$ cat config.mk
export PLATFORM = sky130hd
export DESIGN_NAME = route_arbiter
export DESIGN_NICKNAME = d
export VERILOG_FILES = /design/src/rtl/router_pkg.sv /design/src/rtl/rr_select.sv /design/src/rtl/route_arbiter.sv
export SDC_FILE = /design/constraint.sdc
export NUM_CORES = 1
export LEC_CHECK = 0
export CORE_ASPECT_RATIO = 2
export CORE_MARGIN = 4
export CORE_UTILIZATION = 47
export CTS_BUF_LIST = sky130_fd_sc_hd__clkbuf_8
export CTS_CLUSTER_SIZE = 10
export DETAILED_ROUTE_END_ITERATION = 12
export PLACE_DENSITY = 0.79
export SLEW_MARGIN = 10
export SYNTH_ARGS = -nofsm -noshare
export SYNTH_HDL_FRONTEND = slang
export SYNTH_HIERARCHICAL = 1
export SYNTH_SLANG_ARGS = --single-unit
$ cat constraint.sdc
create_clock -name clk -period 2.57 [get_ports clk]
set_input_delay 0.771 -clock clk [delete_from_list [all_inputs] [get_ports clk]]
set_output_delay 0.771 -clock clk [all_outputs]
set_load 0.02 [all_outputs]
$ cat src/rtl/router_pkg.sv
// Shared router types: arbiter FSM states, packet-buffer states, index helper.
package router_pkg;

    typedef enum logic [2:0] {
        IDLE,
        ISSUE,
        STREAM,
        DRAIN,
        GAP
    } arb_state_t;

    // Packet-buffer side view, shared with the buffer blocks.
    typedef enum logic [1:0] {
        BUF_EMPTY,
        BUF_FILL,
        BUF_READY,
        BUF_SEND
    } buf_state_t;

    localparam int CNT_W = 16;

    // (a + b) mod n for a, b already in [0, n).
    function automatic int wrap_add(input int a, input int b, input int n);
        int s;
        s = a + b;
        return (s >= n) ? s - n : s;
    endfunction

endpackage

$ cat src/rtl/rr_select.sv
// Round-robin picker: first asserted request at or after the pointer.
module rr_select
    import router_pkg::*;
#(
    parameter  int N  = 4,
    localparam int IW = (N > 1) ? $clog2(N) : 1
) (
    input  logic [N-1:0]  i_req,
    input  logic [IW-1:0] i_ptr,
    output logic          o_any,
    output logic [IW-1:0] o_idx
);

    logic w_found;

    // Scan N slots starting at the pointer, wrapping, keep the first hit.
    always_comb begin
        o_any   = |i_req;
        o_idx   = '0;
        w_found = 1'b0;
        for (int k = 0; k < N; k++) begin
            if (!w_found && i_req[wrap_add(int'(i_ptr), k, N)]) begin
                w_found = 1'b1;
                o_idx   = IW'(wrap_add(int'(i_ptr), k, N));
            end
        end
    end

endmodule

$ cat src/rtl/route_arbiter.sv
// Arbitrates N packet buffers onto one output: grant, stream or drop, count.
module route_arbiter
    import router_pkg::*;
#(
    parameter  int N_PORTS = 4,
    parameter  int LEN_W   = 8,
    parameter  int MAX_LEN = 64,
    parameter  int TIMEOUT = 255,
    localparam int IDX_W   = (N_PORTS > 1) ? $clog2(N_PORTS) : 1,
    localparam int STALL_W = $clog2(TIMEOUT + 1)
) (
    input  logic                     clk,
    input  logic                     rst,
    input  logic [N_PORTS-1:0]       buf_control_ready,
    input  logic [N_PORTS-1:0]       buf_packet_ready,
    input  logic [N_PORTS*LEN_W-1:0] buf_packet_length,
    input  logic [N_PORTS-1:0]       buf_out_flit_valid,
    output logic [N_PORTS-1:0]       buf_control_valid,
    output logic [N_PORTS-1:0]       buf_stream,
    output logic [N_PORTS-1:0]       buf_drop,
    output logic                     grant_valid,
    output logic [IDX_W-1:0]         grant_idx,
    output logic [CNT_W-1:0]         n_streamed,
    output logic [CNT_W-1:0]         n_dropped,
    output logic                     timeout_err
);

    arb_state_t           r_state, w_next;
    logic [IDX_W-1:0]     r_sel, r_ptr;
    logic [LEN_W-1:0]     r_len, r_cnt;
    logic [STALL_W-1:0]   r_stall;
    logic [CNT_W-1:0]     r_n_streamed, r_n_dropped;
    logic                 r_timeout_err;

    logic [N_PORTS-1:0]   w_elig;
    logic                 w_any;
    logic [IDX_W-1:0]     w_pick;
    logic [LEN_W-1:0]     w_len_arr [N_PORTS];
    logic                 w_bad_len, w_strobe, w_last_flit, w_stall_hit, w_drain_done;

    assign w_elig = buf_packet_ready & buf_control_ready;

    rr_select #(.N(N_PORTS)) u_rr (
        .i_req (w_elig),
        .i_ptr (r_ptr),
        .o_any (w_any),
        .o_idx (w_pick)
    );

    // Unpack the flat per-port length bus.
    always_comb begin
        for (int i = 0; i < N_PORTS; i++)
            w_len_arr[i] = buf_packet_length[i*LEN_W +: LEN_W];
    end

    assign w_bad_len    = (r_len == '0) || (32'(r_len) > MAX_LEN);
    assign w_strobe     = buf_out_flit_valid[r_sel];
    assign w_last_flit  = w_strobe && ((r_cnt + LEN_W'(1)) == r_len);
    assign w_stall_hit  = !w_strobe && (r_stall == STALL_W'(TIMEOUT - 1));
    // Drain count starts at 1 in ISSUE, so a zero length still takes one cycle.
    assign w_drain_done = (r_cnt >= r_len);

    // State register.
    always_ff @(posedge clk) begin
        if (!rst) r_state <= IDLE;
        else      r_state <= w_next;
    end

    // Next-state logic.
    always_comb begin
        w_next = r_state;
        case (r_state)
            IDLE:    if (w_any) w_next = ISSUE;
            ISSUE:   w_next = w_bad_len ? DRAIN : STREAM;
            STREAM:  if (w_last_flit || w_stall_hit) w_next = GAP;
            DRAIN:   if (w_drain_done) w_next = GAP;
            GAP:     w_next = IDLE;
            default: w_next = IDLE;
        endcase
    end

    // Outputs: one command pulse in ISSUE, grant held through STREAM.
    always_comb begin
        buf_control_valid = '0;
        buf_stream        = '0;
        buf_drop          = '0;
        grant_valid       = (r_state == STREAM);
        grant_idx         = (r_state == STREAM) ? r_sel : '0;
        if (r_state == ISSUE) begin
            buf_control_valid[r_sel] = 1'b1;
            if (w_bad_len) buf_drop[r_sel]   = 1'b1;
            else           buf_stream[r_sel] = 1'b1;
        end
    end

    // Datapath: capture grant, count flits/drain/stall, update stats and pointer.
    always_ff @(posedge clk) begin
        if (!rst) begin
            r_sel         <= '0;
            r_ptr         <= '0;
            r_len         <= '0;
            r_cnt         <= '0;
            r_stall       <= '0;
            r_n_streamed  <= '0;
            r_n_dropped   <= '0;
            r_timeout_err <= 1'b0;
        end else begin
            case (r_state)
                IDLE: begin
                    if (w_any) begin
                        r_sel <= w_pick;
                        r_len <= w_len_arr[w_pick];
                    end
                end
                ISSUE: begin
                    r_cnt   <= w_bad_len ? LEN_W'(1) : '0;
                    r_stall <= '0;
                end
                STREAM: begin
                    if (w_strobe) begin
                        r_cnt   <= r_cnt + LEN_W'(1);
                        r_stall <= '0;
                    end else begin
                        r_stall <= r_stall + STALL_W'(1);
                    end
                    if (w_last_flit && r_n_streamed != '1)
                        r_n_streamed <= r_n_streamed + CNT_W'(1);
                    if (w_stall_hit) begin
                        r_timeout_err <= 1'b1;
                        if (r_n_dropped != '1) r_n_dropped <= r_n_dropped + CNT_W'(1);
                    end
                end
                DRAIN: begin
                    if (w_drain_done) begin
                        if (r_n_dropped != '1) r_n_dropped <= r_n_dropped + CNT_W'(1);
                    end else begin
                        r_cnt <= r_cnt + LEN_W'(1);
                    end
                end
                GAP: begin
                    r_ptr <= (r_sel == IDX_W'(N_PORTS - 1)) ? '0 : r_sel + IDX_W'(1);
                end
                default: ;
            endcase
        end
    end

    assign n_streamed  = r_n_streamed;
    assign n_dropped   = r_n_dropped;
    assign timeout_err = r_timeout_err;

endmodule

==> summary.txt, run 1 <==
Run status: finished, violations left
Failing checks: negative setup slack
Hold Buf Count CTS: 0
Port-buffer cells: 93
Worst endpoint data arrival time: 2.05 ns
Post-Route WL: 12200 um
Area contributors post-synth: dfxtp_1 (32%), ha_1 (5.4%), mux4_2 (5.1%)
Drt pass-1 iters: 4
CTS tree: done
Num ports: 94
Synth top cells by count: dfxtp_1 (64), nand2_1 (50), nor2_1 (48)
GRT Overall Usage: 0.237
Tot Pwr: 3920 uW
CP max FO: 6
Maximum root-to-sink buffer count: 2
Synthesized Nets: 547
Largest net degree at the start of global routing: 26
Post-synthesis cell type count: 60
Die X: 73.0 um
Initial antenna violation count: 0
CTS root buffer: clkbuf_8
Min Tclk post-route: 2.82 ns
Worst path cell trace: or4_4 > nor3_2 > xnor2_1 > nor2_2 > and3_1 > buf_6
Fin worst setup slack: -0.247 ns
Hold Path Class: flip-flop to flip-flop
Max-capacitance violation count: 0
Setup crit end kind: output port
Inst Count DP: 701
Initial DRC count: 261
Pwr/cell area: 671 mW/mm^2
Vias in the first global route: 4199
ANT nets after route: 0
Post-route insts no fill: 725
Initial Utilization: 0.479
NumNets Final: 685
Final core utilization: 0.704
Yosys warns: 6
Via density: 5.76
Final critical-path share of the clock period: 1.10
Maximum vdd drop: 639 uV
Worst path slowest cell: or4_4
Die area: 0.0101 mm^2
First-pass GRT wire length: 19000 um
RSZ-0062 raised after global routing: true
Hpwl dp: 9040 um
Asr flop ratio synth: 0
LEAKAGE: 0.00230 uW
CTS sink count: 64
CP peak stage delay: 0.52 ns
Cell type with the highest aggregate area in the netlist: dfxtp_1
EDFF count, synth: 0
# diodes: 0
Setup Viol. Count Final: 8
Clk Latency, worst-skew pair: 0.36 ns
Area share of the largest cell type after synthesis: 0.323
Critical Path RT: 1.80 ns
F_max: 355 MHz
Via count: 4176
Sequential share of the synthesized area: 0.323
Avg WL per Cell: 16.9 um
Netlist Area Pre-Place: 0.00397 mm^2
WHS: 0.494 ns
Least-Margin Pin Slew: 0.605 ns
Clock Skew: 0.0103 ns
CP Class: flip-flop to output port
Crit path launch type: flip-flop
Syn Area/Cell: 8.21 um^2
Yosys reg bits: 64
# H-tree levels: 3
Grt ovf: 0
DRC violations left: 0
Predominant post-synthesis flop cell: dfxtp_1
DIE HEIGHT: 138 um
Worst relative slew slack: 0.597
CTS Buf Count: 9
Final RePlAce weighted congestion: 0.878
Syn Inst Count: 484
Clk pin slew, worst setup/hold paths: 0.07 ns
Fin. Hold Viols: 0
Layout cell share with drive strength beyond 1: 0.233
Core region area: 0.00829 mm^2
# rows: 47
Max Slew Vio Count: 0
Most numerous cell in the Yosys netlist: dfxtp_1
Area Growth Syn to Fin: 47.0%
stage by stage:
step / setup WS, ns / TNS, ns / cell area, um^2
after floorplan: 0.124 / 0 / 3970
after global placement: -0.379 / -16.63 / 5300
after detailed placement: -0.455 / -19.09 / 5300
after CTS: -0.310 / -2.29 / 5630
after global routing: -0.355 / -2.72 / 5840
final: -0.247 / -1.87 / 5840
cells in the final DEF (no fill, tap or decap), types with 6 or more instances in the layout:
| cell | instances |
|---|---|
| a21oi_1 | 28 |
| and2_1 | 6 |
| and2_4 | 7 |
| and3_1 | 16 |
| and4_1 | 6 |
| buf_4 | 53 |
| buf_6 | 12 |
| clkbuf_8 | 9 |
| clkdlybuf4s50_1 | 72 |
| dfxtp_1 | 60 |
| dlygate4sd2_1 | 7 |
| dlymetal6s2s_1 | 6 |
| ha_1 | 15 |
| inv_1 | 19 |
| mux2i_1 | 10 |
| mux4_2 | 9 |
| nand2_1 | 50 |
| nand2b_1 | 10 |
| nand3_1 | 24 |
| nor2_1 | 45 |
| nor3_1 | 6 |
| nor4_1 | 8 |
| o21ai_0 | 15 |
| or3_1 | 8 |
| xnor2_1 | 21 |
final timing paths:
path / slack, ns / endpoint / cells after the start / from
worst min-delay path: 0.49 / r_stall[7] / 2 / r_stall[7]
worst min register to register: 0.49 / r_stall[7] / 2 / r_stall[7]
worst max-delay path: -0.25 / buf_stream[1] / 6 / r_len[4]
worst max register to register: 0.07 / n_streamed[15] / 9 / r_cnt[2]
logic make-up after synthesis:
kind of cell,count (synthesis),share of synthesized area
compound gates,83,0.138
xor+xnor,26,0.0573
simple gates,227,0.303
mux,19,0.0762
buf+inv,48,0.0488
fa+ha+maj,17,0.0535
flops,64,0.323
report_power, final:
group          internal [uW]  switching, uW
logic                    820            981
clock network            547            436
registers               1070           70.9
total                   2430           1490
flip-flops by register name (all words and copies together) (netlist names):
| signal | flops |
|---|---|
| r_ptr | 2 |
| timeout_err | 1 |
| n_streamed | 16 |
| r_state | 3 |
| n_dropped | 16 |
| r_len | 8 |
| r_sel | 2 |
| r_stall | 8 |
| r_cnt | 8 |
area by class of cell:
cell class,count,area (um^2)
Multi-Input combinational cell,373,2730
Fill cell,626,2450
Timing Repair Buffer,151,1400
Sequential cell,64,1290
Clock buffer,9,124
Tap cell,98,123
Clock inverter,7,95.1
Inverter,23,86.3
per-layer routing:
layer	GRT usage	routed length (um)	vias up
met5	0	0	-
met4	0.126	496	0
met3	0.0552	508	40
met2	0.441	6840	120
met1	0.225	4380	2008
li1	-	-	2008
critical path: cells and delay by family, from the launching register on:
family / cells / cell delay [ns]
flops: 1 / 0.31
buf+inv: 1 / 0.12
simple gates: 4 / 1.15
xor+xnor: 1 / 0.10
repair_timing:
item | 4_1_cts | 5_1_grt
cloned | 2 | 1
endpoints found under the setup margin | 44 | 52
setup buffers | 3 | 4
pin swaps | 15 | 24
resized for setup | 76 | 42
Power figures use the tool's default switching activity.
==> run 2, diff against run 1 <==
--- a/config.mk
+++ b/config.mk
@@ -5,13 +5,16 @@
 export SDC_FILE = /design/constraint.sdc
 export NUM_CORES = 1
 export LEC_CHECK = 0
+export CELL_PAD_IN_SITES_DETAIL_PLACEMENT = 2
+export CELL_PAD_IN_SITES_GLOBAL_PLACEMENT = 2
 export CORE_ASPECT_RATIO = 2
 export CORE_MARGIN = 4
-export CORE_UTILIZATION = 47
+export CORE_UTILIZATION = 27
 export CTS_BUF_LIST = sky130_fd_sc_hd__clkbuf_8
+export CTS_CLUSTER_DIAMETER = 150
 export CTS_CLUSTER_SIZE = 10
 export DETAILED_ROUTE_END_ITERATION = 12
-export PLACE_DENSITY = 0.79
+export PLACE_DENSITY_LB_ADDON = 0.1
 export SLEW_MARGIN = 10
 export SYNTH_ARGS = -nofsm -noshare
 export SYNTH_HDL_FRONTEND = slang
==> run 2 against run 1 <==
Against the previous run:
- clock skew is essentially flat
- largest cell class unchanged
- via count grew 0.67%
- register-to-register slack is essentially flat
- combinational power grew 11%
- critical path depth grew 2
- the flow still finishes with violations (negative setup slack)
- worst setup slack lost 0.032 ns
==> summary.txt, run 2 (synthesis gave the netlist of run 1 again) <==
Hold Path Class: flip-flop to flip-flop
CP Class: flip-flop to output port
# H-tree levels: 3 (unchanged)
CTS sink count: 64 (unchanged)
Worst endpoint data arrival time: 2.08 ns (+0.03 ns)
Worst Hold Depth: 2 (unchanged)
RSZ-0062 raised after global routing: true
Hpwl dp: 12800 um (+42%)
Num ports: 94 (unchanged)
Via count: 4204 (+0.67%)
Maximum vdd drop: 223 uV (-65%)
Worst r2r path cells: 10 (+1)
Post-Route WL: 16400 um (+34%)
Hold Buf Count CTS: 0 (unchanged)
Clk pin slew, worst setup/hold paths: 0.08 ns (about the same)
WHS: 0.496 ns (+0.00188 ns)
Final instance area: 0.00601 mm^2 (+3.0%)
CTS root buffer: clkbuf_8
Die X: 93.8 um (+28%)
Die area: 0.0168 mm^2 (+67%)
Pwr/cell area: 666 mW/mm^2 (-0.83%)
Vias in the first global route: 4810 (+15%)
Run status: finished, violations left
Fin worst setup slack: -0.279 ns (-0.0324 ns)
Crit path launch type: flip-flop
DIE HEIGHT: 180 um (+30%)
Setup Viol. Count Final: 8 (unchanged)
Grt ovf: 0 (unchanged)
Via density: 5.08 (-12%)
Critical Path RT: 1.80 ns (about the same)
Max Slew Vio Count: 0 (unchanged)
CP max FO: 6 (unchanged)
Setup crit end kind: output port
Core region area: 0.0144 mm^2 (+74%)
Worst relative slew slack: 0.709 (+0.113)
Initial DRC count: 80 (-69%)
LEAKAGE: 0.00236 uW (+2.8%)
Min Tclk post-route: 2.85 ns (+0.0324 ns)
Initial Utilization: 0.275 (-0.204)
DRC violations left: 0 (unchanged)
Clk Latency, worst-skew pair: 0.35 ns (about the same)
GRT Overall Usage: 0.196 (-0.0410)
Final critical-path share of the clock period: 1.11 (+0.0126)
First-pass GRT wire length: 25500 um (+34%)
Clock Skew: 0.0107 ns (+0.000406 ns)
NumNets Final: 694 (+1.3%)
Failing checks: negative setup slack
CTS Buf Count: 9 (unchanged)
Layout cell share with drive strength beyond 1: 0.247 (+0.0140)
Avg WL per Cell: 19.8 um (+17%)
Max-capacitance violation count: 0 (unchanged)
F_max: 351 MHz (-1.1%)
CTS tree: done
Area Growth Syn to Fin: 51.4%
Commonest non-fill, non-tap cells in the layout: clkdlybuf4s50_1 (68), buf_4 (65), dfxtp_1 (60), nand2_1 (48), nor2_1 (46)
Maximum root-to-sink buffer count: 2 (unchanged)
Fin. Hold Viols: 0 (unchanged)
Largest net degree at the start of global routing: 28 (+7.7%)
Drt pass-1 iters: 4 (unchanged)
Placed instance area: 0.00549 mm^2 (+3.6%)
ANT nets after route: 0 (unchanged)
Final core utilization: 0.417 (-0.288)
# diodes: 0 (unchanged)
Final RePlAce weighted congestion: 0.809 (-7.9%)
Least-Margin Pin Slew: 0.435 ns (-0.170 ns)
Commonest non-fill, non-tap cell in the layout: clkdlybuf4s50_1
# rows: 62 (+32%)
Initial antenna violation count: 0 (unchanged)
Tot Pwr: 4000 uW (+2.1%)
Port-buffer cells: 93 (unchanged)
Post-Place Worst Slack: -0.579 ns (-0.124 ns)
[run 2: cell count changes in the layout (fill, tap and decap cells not counted), moves of 3 or more]
cell / change
nor4b_2: +3
clkdlybuf4s50_1: -4
buf_6: -4
buf_4: +12
[run 2: repair_timing]
item	4_1_cts	5_1_grt
pin swaps	12	19
setup endpoints to repair	41	48
resized for setup	94	31
gates cloned	1	1
hold endpoints to repair	0	0
buffers inserted	4	3
[run 2: power by group]
group	leakage, uW	internal [uW]	switching [uW]
registers	0.000519	1070	82.1
logic	0.00175	885	1100
clock network	0.0000962	439	429
[run 2: per-layer routing]
layer,vias up,GRT usage,part of all wire,routed length [um]
li1,2021,-,-,-
met3,21,0.0301,0.021,348
met1,2099,0.181,0.33,5450
met2,63,0.404,0.62,10200
met5,-,0,0,0
met4,0,0.0694,0.024,400
[run 2: layout make-up]
| type | instances | area, um^2 |
|---|---|---|
| inverter | 23 | 86.3 |
| tap | 192 | 240 |
| multi-input combinational | 372 | 2740 |
| fill | 1621 | 8420 |
| timing repair buffer | 161 | 1470 |
| clock inverter | 7 | 63.8 |
| sequential | 64 | 1290 |
| clock buffer | 9 | 124 |
[run 2: final timing paths]
kind,from,to,slack (ns)
worst min-delay path,r_stall[7],r_stall[7],0.50
worst max-delay path,r_len[2],buf_drop[3],-0.28
worst max register to register,r_len[5],r_cnt[3],0.08
worst min register to register,r_stall[7],r_stall[7],0.50
[run 2: stage by stage]
stage / instances / setup TNS (ns)
5_1_grt: 828 / -3.01
3_5_place_dp: 804 / -22.43
3_3_place_gp: 804 / -20.31
6_report: 828 / -2.15
2_1_floorplan: 484 / 0
4_1_cts: 824 / -3.02
[run 2: worst max-delay path: stages, from the launching register on]
cell and delay (ns):
dfxtp_2 0.32, or4_4 0.53, nor3_2 0.12, buf_4 0.16, xnor2_2 0.08, nor2_4 0.18
nor2_4 0.06, and2_4 0.16, buf_6 0.12
==> run 3, diff against run 2 <==
--- a/config.mk
+++ b/config.mk
@@ -12,10 +12,9 @@
 export CORE_UTILIZATION = 27
 export CTS_BUF_LIST = sky130_fd_sc_hd__clkbuf_8
 export CTS_CLUSTER_DIAMETER = 150
-export CTS_CLUSTER_SIZE = 10
+export CTS_CLUSTER_SIZE = 24
 export DETAILED_ROUTE_END_ITERATION = 12
 export PLACE_DENSITY_LB_ADDON = 0.1
-export SLEW_MARGIN = 10
 export SYNTH_ARGS = -nofsm -noshare
 export SYNTH_HDL_FRONTEND = slang
 export SYNTH_HIERARCHICAL = 1
==> results of run 3 <==
No change in the layout: final DEF, timing and power equal those of run 2.
